`config.mk`:
```
export PLATFORM = sky130hd
export DESIGN_NAME = vga_frame_decoder
export DESIGN_NICKNAME = d
export VERILOG_FILES = /design/src/rtl/vga_timing_pkg.sv /design/src/rtl/vga_sync_edge.sv /design/src/rtl/vga_frame_decoder.sv
export SDC_FILE = /design/constraint.sdc
export NUM_CORES = 1
export LEC_CHECK = 0
export BUFFER_PORTS_ARGS = -buffer_cell sky130_fd_sc_hd__buf_2
export CORE_MARGIN = 5
export CORE_UTILIZATION = 23
export DETAILED_ROUTE_END_ITERATION = 8
export SETUP_SLACK_MARGIN = 0.1
export SLEW_MARGIN = 15
export SYNTH_ARGS = -nofsm -noshare
export SYNTH_HDL_FRONTEND = slang
export SYNTH_HIERARCHICAL = 1
export SYNTH_SLANG_ARGS = --single-unit
export TNS_END_PERCENT = 100
```
`constraint.sdc`:
```
create_clock -name clk -period 2.15 [get_ports clk]
set_clock_uncertainty 0.1 [all_clocks]
set_input_delay 0.43 -clock clk [delete_from_list [all_inputs] [get_ports clk]]
set_output_delay 0.43 -clock clk [all_outputs]
set_load 0.02 [all_outputs]
```
`src/rtl/vga_timing_pkg.sv`:
```
// 640x480@72 Hz timing constants shared by the VGA output and return paths,
// plus the frame decoder state encoding.
package vga_timing_pkg;

    localparam int   VGA_H_TOTAL     = 832;
    localparam int   VGA_H_OFFSET    = 168;
    localparam int   VGA_H_VISIBLE   = 640;
    localparam int   VGA_V_TOTAL     = 520;
    localparam int   VGA_V_OFFSET    = 31;
    localparam int   VGA_V_VISIBLE   = 480;
    localparam logic VGA_SYNC_ACTIVE = 1'b0;
    localparam int   VGA_LOCK_FRAMES = 2;

    localparam int   CNT_W   = 10;
    localparam int   WHITE_W = 19;
    localparam int   ERR_W   = 8;

    typedef enum logic [1:0] {
        SEARCH  = 2'd0,
        MEASURE = 2'd1,
        LOCKED  = 2'd2
    } vga_state_t;

endpackage

```
`src/rtl/vga_sync_edge.sv`:
```
// Input registers and leading-edge detection for hsync/vsync, plus the
// registered black/white sample.
module vga_sync_edge
    import vga_timing_pkg::*;
#(
    parameter logic SYNC_ACTIVE = VGA_SYNC_ACTIVE
) (
    input  logic clk,
    input  logic reset_n,
    input  logic hsync_in,
    input  logic vsync_in,
    input  logic bw_in,
    output logic hs_edge,
    output logic vs_edge,
    output logic bw_q
);

    logic [1:0] sync_in;
    logic [1:0] sync_q_reg;
    logic [1:0] sync_p_reg;
    logic [1:0] edge_det;

    assign sync_in = {vsync_in, hsync_in};

    // Flops reset to the active level so a sync pulse already in progress
    // when reset is released is not mistaken for a leading edge.
    for (genvar gi = 0; gi < 2; gi++) begin : g_sync
        always_ff @(posedge clk or negedge reset_n) begin
            if (!reset_n) begin
                sync_q_reg[gi] <= SYNC_ACTIVE;
                sync_p_reg[gi] <= SYNC_ACTIVE;
            end else begin
                sync_q_reg[gi] <= sync_in[gi];
                sync_p_reg[gi] <= sync_q_reg[gi];
            end
        end
        assign edge_det[gi] = (sync_q_reg[gi] == SYNC_ACTIVE) &&
                              (sync_p_reg[gi] != SYNC_ACTIVE);
    end

    always_ff @(posedge clk or negedge reset_n) begin
        if (!reset_n) begin
            bw_q <= 1'b0;
        end else begin
            bw_q <= bw_in;
        end
    end

    assign hs_edge = edge_det[0];
    assign vs_edge = edge_det[1];

endmodule

```
`src/rtl/vga_frame_decoder.sv`:
```
// Receive-side VGA timing checker: locks onto hsync/vsync, recovers pixel
// coordinates and counts white visible pixels per locked frame.
module vga_frame_decoder
    import vga_timing_pkg::*;
#(
    parameter int   H_TOTAL     = VGA_H_TOTAL,
    parameter int   H_OFFSET    = VGA_H_OFFSET,
    parameter int   H_VISIBLE   = VGA_H_VISIBLE,
    parameter int   V_TOTAL     = VGA_V_TOTAL,
    parameter int   V_OFFSET    = VGA_V_OFFSET,
    parameter int   V_VISIBLE   = VGA_V_VISIBLE,
    parameter logic SYNC_ACTIVE = VGA_SYNC_ACTIVE,
    parameter int   LOCK_FRAMES = VGA_LOCK_FRAMES
) (
    input  logic               clk,
    input  logic               reset_n,
    input  logic               hsync_in,
    input  logic               vsync_in,
    input  logic               bw_in,
    output logic               locked,
    output logic               pix_valid,
    output logic [CNT_W-1:0]   pix_x,
    output logic [CNT_W-1:0]   pix_y,
    output logic               pix_bw,
    output logic               frame_pulse,
    output logic [WHITE_W-1:0] frame_white,
    output logic [ERR_W-1:0]   err_count
);

    localparam logic [CNT_W-1:0] H_LAST = CNT_W'(H_TOTAL - 1);
    localparam logic [CNT_W-1:0] V_LAST = CNT_W'(V_TOTAL - 1);
    localparam logic [CNT_W-1:0] V_LOST = CNT_W'(V_TOTAL + 7);
    localparam logic [CNT_W-1:0] H_MAX  = '1;
    localparam logic [CNT_W-1:0] H_NEAR = H_MAX - CNT_W'(1);
    localparam logic [CNT_W-1:0] H_LO   = CNT_W'(H_OFFSET);
    localparam logic [CNT_W-1:0] H_HI   = CNT_W'(H_OFFSET + H_VISIBLE);
    localparam logic [CNT_W-1:0] V_LO   = CNT_W'(V_OFFSET);
    localparam logic [CNT_W-1:0] V_HI   = CNT_W'(V_OFFSET + V_VISIBLE);
    localparam logic [3:0]       LOCK_N = 4'(LOCK_FRAMES);

    logic hs_edge, vs_edge, bw_q;

    vga_sync_edge #(
        .SYNC_ACTIVE (SYNC_ACTIVE)
    ) u_sync_edge (
        .clk      (clk),
        .reset_n  (reset_n),
        .hsync_in (hsync_in),
        .vsync_in (vsync_in),
        .bw_in    (bw_in),
        .hs_edge  (hs_edge),
        .vs_edge  (vs_edge),
        .bw_q     (bw_q)
    );

    vga_state_t           state_reg, state_next;
    logic [CNT_W-1:0]     h_cnt_reg, h_cnt_next;
    logic [CNT_W-1:0]     v_cnt_reg, v_cnt_next;
    logic [3:0]           good_reg, good_next, good_inc;
    logic                 exempt_reg, exempt_next;
    logic                 dirty_reg, dirty_next;
    logic [WHITE_W-1:0]   acc_reg, acc_next, acc_sum;
    logic [WHITE_W-1:0]   white_reg, white_next;
    logic                 pulse_reg, pulse_next;
    logic [ERR_W-1:0]     err_reg, err_next;
    logic                 h_err, h_lost, v_err, v_lost, mismatch;

    logic                 pix_valid_reg, pix_bw_reg, in_win;
    logic [CNT_W-1:0]     pix_x_reg, pix_y_reg;

    always_comb begin
        h_cnt_next  = hs_edge ? '0 : ((h_cnt_reg == H_MAX) ? H_MAX : h_cnt_reg + CNT_W'(1));
        v_cnt_next  = vs_edge ? '0 : (hs_edge ? v_cnt_reg + CNT_W'(1) : v_cnt_reg);
        h_err       = hs_edge && !exempt_reg && (h_cnt_reg != H_LAST);
        h_lost      = !hs_edge && (h_cnt_reg == H_NEAR);
        v_err       = vs_edge && (v_cnt_reg != V_LAST);
        v_lost      = hs_edge && !vs_edge && (v_cnt_reg == V_LOST);
        mismatch    = h_err || h_lost || v_err || v_lost;
        good_inc    = good_reg + 4'd1;
        acc_sum     = acc_reg + WHITE_W'(pix_valid_reg && pix_bw_reg);

        state_next  = state_reg;
        good_next   = good_reg;
        exempt_next = hs_edge ? 1'b0 : exempt_reg;
        dirty_next  = vs_edge ? 1'b0 : (dirty_reg || mismatch);
        acc_next    = '0;
        white_next  = white_reg;
        pulse_next  = 1'b0;
        err_next    = err_reg;

        if (mismatch && (state_reg != SEARCH) && (err_reg != '1))
            err_next = err_reg + ERR_W'(1);

        case (state_reg)
            SEARCH: begin
                exempt_next = 1'b1;
                dirty_next  = 1'b0;
                if (vs_edge) begin
                    h_cnt_next = '0;
                    v_cnt_next = '0;
                    good_next  = '0;
                    state_next = MEASURE;
                end
            end
            MEASURE: begin
                if (mismatch) begin
                    good_next = '0;
                end else if (vs_edge && !dirty_reg) begin
                    good_next = good_inc;
                    if (good_inc >= LOCK_N)
                        state_next = LOCKED;
                end
            end
            LOCKED: begin
                // A broken frame is dropped entirely: no pulse, count discarded.
                if (mismatch) begin
                    state_next = SEARCH;
                end else if (vs_edge) begin
                    white_next = acc_sum;
                    pulse_next = 1'b1;
                end else begin
                    acc_next = acc_sum;
                end
            end
            default: state_next = SEARCH;
        endcase
    end

    always_ff @(posedge clk or negedge reset_n) begin
        if (!reset_n) begin
            state_reg <= SEARCH;
        end else begin
            state_reg <= state_next;
        end
    end

    always_ff @(posedge clk or negedge reset_n) begin
        if (!reset_n) begin
            h_cnt_reg  <= '0;
            v_cnt_reg  <= '0;
            good_reg   <= '0;
            exempt_reg <= 1'b1;
            dirty_reg  <= 1'b0;
            acc_reg    <= '0;
            white_reg  <= '0;
            pulse_reg  <= 1'b0;
            err_reg    <= '0;
        end else begin
            h_cnt_reg  <= h_cnt_next;
            v_cnt_reg  <= v_cnt_next;
            good_reg   <= good_next;
            exempt_reg <= exempt_next;
            dirty_reg  <= dirty_next;
            acc_reg    <= acc_next;
            white_reg  <= white_next;
            pulse_reg  <= pulse_next;
            err_reg    <= err_next;
        end
    end

    // Counters lag the bw sample by one cycle, so h_cnt here lines up with bw_q.
    always_comb begin
        in_win = (state_reg == LOCKED) &&
                 (h_cnt_reg >= H_LO) && (h_cnt_reg < H_HI) &&
                 (v_cnt_reg >= V_LO) && (v_cnt_reg < V_HI);
    end

    always_ff @(posedge clk or negedge reset_n) begin
        if (!reset_n) begin
            pix_valid_reg <= 1'b0;
            pix_x_reg     <= '0;
            pix_y_reg     <= '0;
            pix_bw_reg    <= 1'b0;
        end else begin
            pix_valid_reg <= in_win;
            pix_x_reg     <= in_win ? h_cnt_reg - H_LO : '0;
            pix_y_reg     <= in_win ? v_cnt_reg - V_LO : '0;
            pix_bw_reg    <= in_win && bw_q;
        end
    end

    assign locked      = (state_reg == LOCKED);
    assign pix_valid   = pix_valid_reg;
    assign pix_x       = pix_x_reg;
    assign pix_y       = pix_y_reg;
    assign pix_bw      = pix_bw_reg;
    assign frame_pulse = pulse_reg;
    assign frame_white = white_reg;
    assign err_count   = err_reg;

endmodule

```
==> metrics <==
Longest Clk Path Bufs 2; Overflow after GRT 0; Num CTS Buffers 9; worst-case vdd ir drop 0.000424 V; synth top area cells dfrtp_1 55%, nor2_1 5.1%, xor2_1 4.7%, xnor2_1 4.4%, nand2_1 3.4%; number of antenna violations at the first check in global routing 0; IO buf count 55; Worst-Margin Slew 0.464 ns; Initial DRT Pass Iterations 4; Setup-failing EPs final 28; placed inst area 5580 µm²; die area 23000 µm²; unrepaired setup endpoints after global routing yes; Net Count, Synth 464; count of cell types in the netlist 53; largest net degree at the start of global routing 54; WL final 11.5 mm; Synth Area in Simple Gates 0.198; Post-synth EDFFs 0; Site Rows 51; filler instances 2001; M1 WL 5.02 mm; Final TNS setup -0.658 ns; Mapped Cells 448; Switching Share 0.305; TritonCTS clock tree done; met3 WL 553 µm; failing checks negative setup slack; Gate power share 0.215; initial core utilization 0.235; sequential share of the synthesized area 0.553; kind of critical path reg2reg; Leakage Power 3.07 nW; vias per inst 4.25; Final Cycle Share 1.03; max cap viols 0; most common cell after layout, fill and taps aside dfrtp_1; hold depth 1; clock power share 0.324; setup slack after layout -0.0556 ns; outcome finished with violations; Fin. Hold Viols 0; Finished Cell Area 6800 µm²; global-route wire length before repair 18.8 mm; Setup crit start kind flip-flop; Synthesis Warnings 6; clock insertion delay at the later pin of the skew report 0.35 ns; relative slew slack 0.689; diode count 0; Final ANT Viol Nets 0; Int Power 3.34 mW; Final Slew Violations 0; layout cell share with drive strength beyond 1 0.447; CP required 2.34 ns; HP Class in2reg; Placeable Area 19700 µm²; post-DR wirelength/cell 13.7 µm; top cell type's share of synthesized area 0.547; clock slew at reported path FFs 0.07 ns; Clock Sink Count 102; reg2reg end pix_bw$_DFF_PN0_; Sw Pwr 1.47 mW; Util after Layout 0.346; Top Metal Used met4; Critical Path AT 2.40 ns; end of the critical path pix_bw$_DFF_PN0_; r2r setup slk -0.06 ns; Worst Setup End Kind flip-flop; reg2reg path depth 8; gr usage total 0.105; compound-cell area share of the yosys netlist 0.0785; DRC viols 0; DRT iter0 DRCs 113; Peak Freq 0.453 GHz; Critical path origin h_cnt_reg[6]$_DFF_PN0_; multiplexer share of the synthesized area 0.00704; largest family of logic cells by synthesized area simple AND/OR/NAND/NOR gates; Worst Path Max Fanout 8; pre-CTS WS -0.105 ns; sequential share of power 0.461; Die Wd 152 µm; hpwl dp 7.28 mm; commonest cells after routing, fill and taps aside 99 x dfrtp_1, 54 x buf_2, 46 x buf_4; r2r startpoint h_cnt_reg[6]$_DFF_PN0_; routability cong. 0.780; Post-Synth XOR/XNOR Area 0.0945; syn_area_per_cell 10.3 µm²; Final min period 2.21 ns; Cell Area, Synth 4620 µm²; Die Y 152 µm; Cell Pwr Density 707 nW/µm²; Nets 579; vias 3544; synthesized flop and latch total 102; Final Power 4.80 mW; P&R area growth vs syn 47.1%; vias in the first global route 3577; met2 WL 5.70 mm; CTS HTree Levels 3; I/O pins 56; asr flop ratio synth 1.00; CTS root buffer clkbuf_16; post-synthesis adder-cell area fraction 0.0298; Yosys top cell by area dfrtp_1; Post-synth top flop dfrtp_1
-- what timing repair did --
item | CTS | global route
hold buffers | 1 | 0
pin swaps | 20 | 26
resized for setup | 80 | 75
gates cloned | 6 | 1
setup buffers | 12 | 6
setup endpoints to repair | 72 | 82
hold endpoints to repair | 27 | 0
-- power groups by stage --
stage / Combinational [mW] / Sequential [mW] / Clock [mW]
3_3_place_gp: 0.841 / 2.24 / 0
6_report: 1.03 / 2.22 / 1.56
2_1_floorplan: 0.452 / 2.28 / 0
3_5_place_dp: 0.854 / 2.24 / 0
5_1_grt: 1.15 / 2.24 / 1.70
4_1_cts: 0.981 / 2.21 / 1.62
-- cell type report --
type,count,area [µm²],share of cell area
repair buffers,130,1100,0.162
well taps,265,332,0.0488
clock buffers,9,225,0.0331
clock inverters,7,57.6,0.00847
flip-flops and latches,102,2560,0.376
multi-input cells,302,2460,0.361
inverters,18,67.6,0.00994
-- per-stage QoR --
| stage | instances | hold WS [ns] |
|---|---|---|
| after CTS | 830 | 0.0628 |
| after global routing | 833 | 0.0608 |
| after floorplan | 448 | 0.0344 |
| final | 833 | 0.0774 |
| after global placement | 795 | 0.289 |
| after detailed placement | 795 | 0.293 |
-- Yosys cell counts, drive strengths merged (4+ instances only) --
library cell	count
xor2	25
nor2	63
xnor2	24
nor2b	7
ha	11
nand2	42
and4	4
nand4	10
nand3	11
inv	18
a21oi	11
nor3	14
and3	13
dfrtp	101
o21ai	20
clkbuf	14
a22o	4
buf	12
nand2b	5
-- critical path: stages (launching register included) --
cell      delay [ns]
dfrtp_1         0.43
buf_6           0.14
nor4bb_1        0.24
a311o_1         0.20
a21oi_1         0.05
or4_4           0.61
buf_12          0.16
buf_16          0.14
nor2_2          0.07
-- layer usage --
| layer | vias to the layer above | track usage |
|---|---|---|
| met5 | - | 0 |
| met4 | 0 | 0.0359 |
| met3 | 12 | 0.0348 |
| met2 | 64 | 0.166 |
| met1 | 1737 | 0.133 |
| li1 | 1731 | - |
-- worst min-delay path by stage --
stage             start                                  end  slack (ns)
5_1_grt        vsync_in  u_sync_edge/sync_q_reg[1]$_DFF_PN0_        0.06
3_5_place_dp    reset_n  u_sync_edge/sync_p_reg[0]$_DFF_PN0_        0.29
3_3_place_gp    reset_n  u_sync_edge/sync_p_reg[0]$_DFF_PN0_        0.29
6_report       vsync_in  u_sync_edge/sync_q_reg[1]$_DFF_PN0_        0.08
4_1_cts        vsync_in  u_sync_edge/sync_q_reg[1]$_DFF_PN0_        0.06
2_1_floorplan   reset_n                 acc_reg[0]$_DFF_PN0_        0.03
-- kinds of logic after synthesis --
kind of cell	Yosys count
compound gates	55
flops	102
mux	3
xor+xnor	49
buf+inv	44
fa+ha+maj	11
simple gates	184
Power figures use the tool's default switching activity.
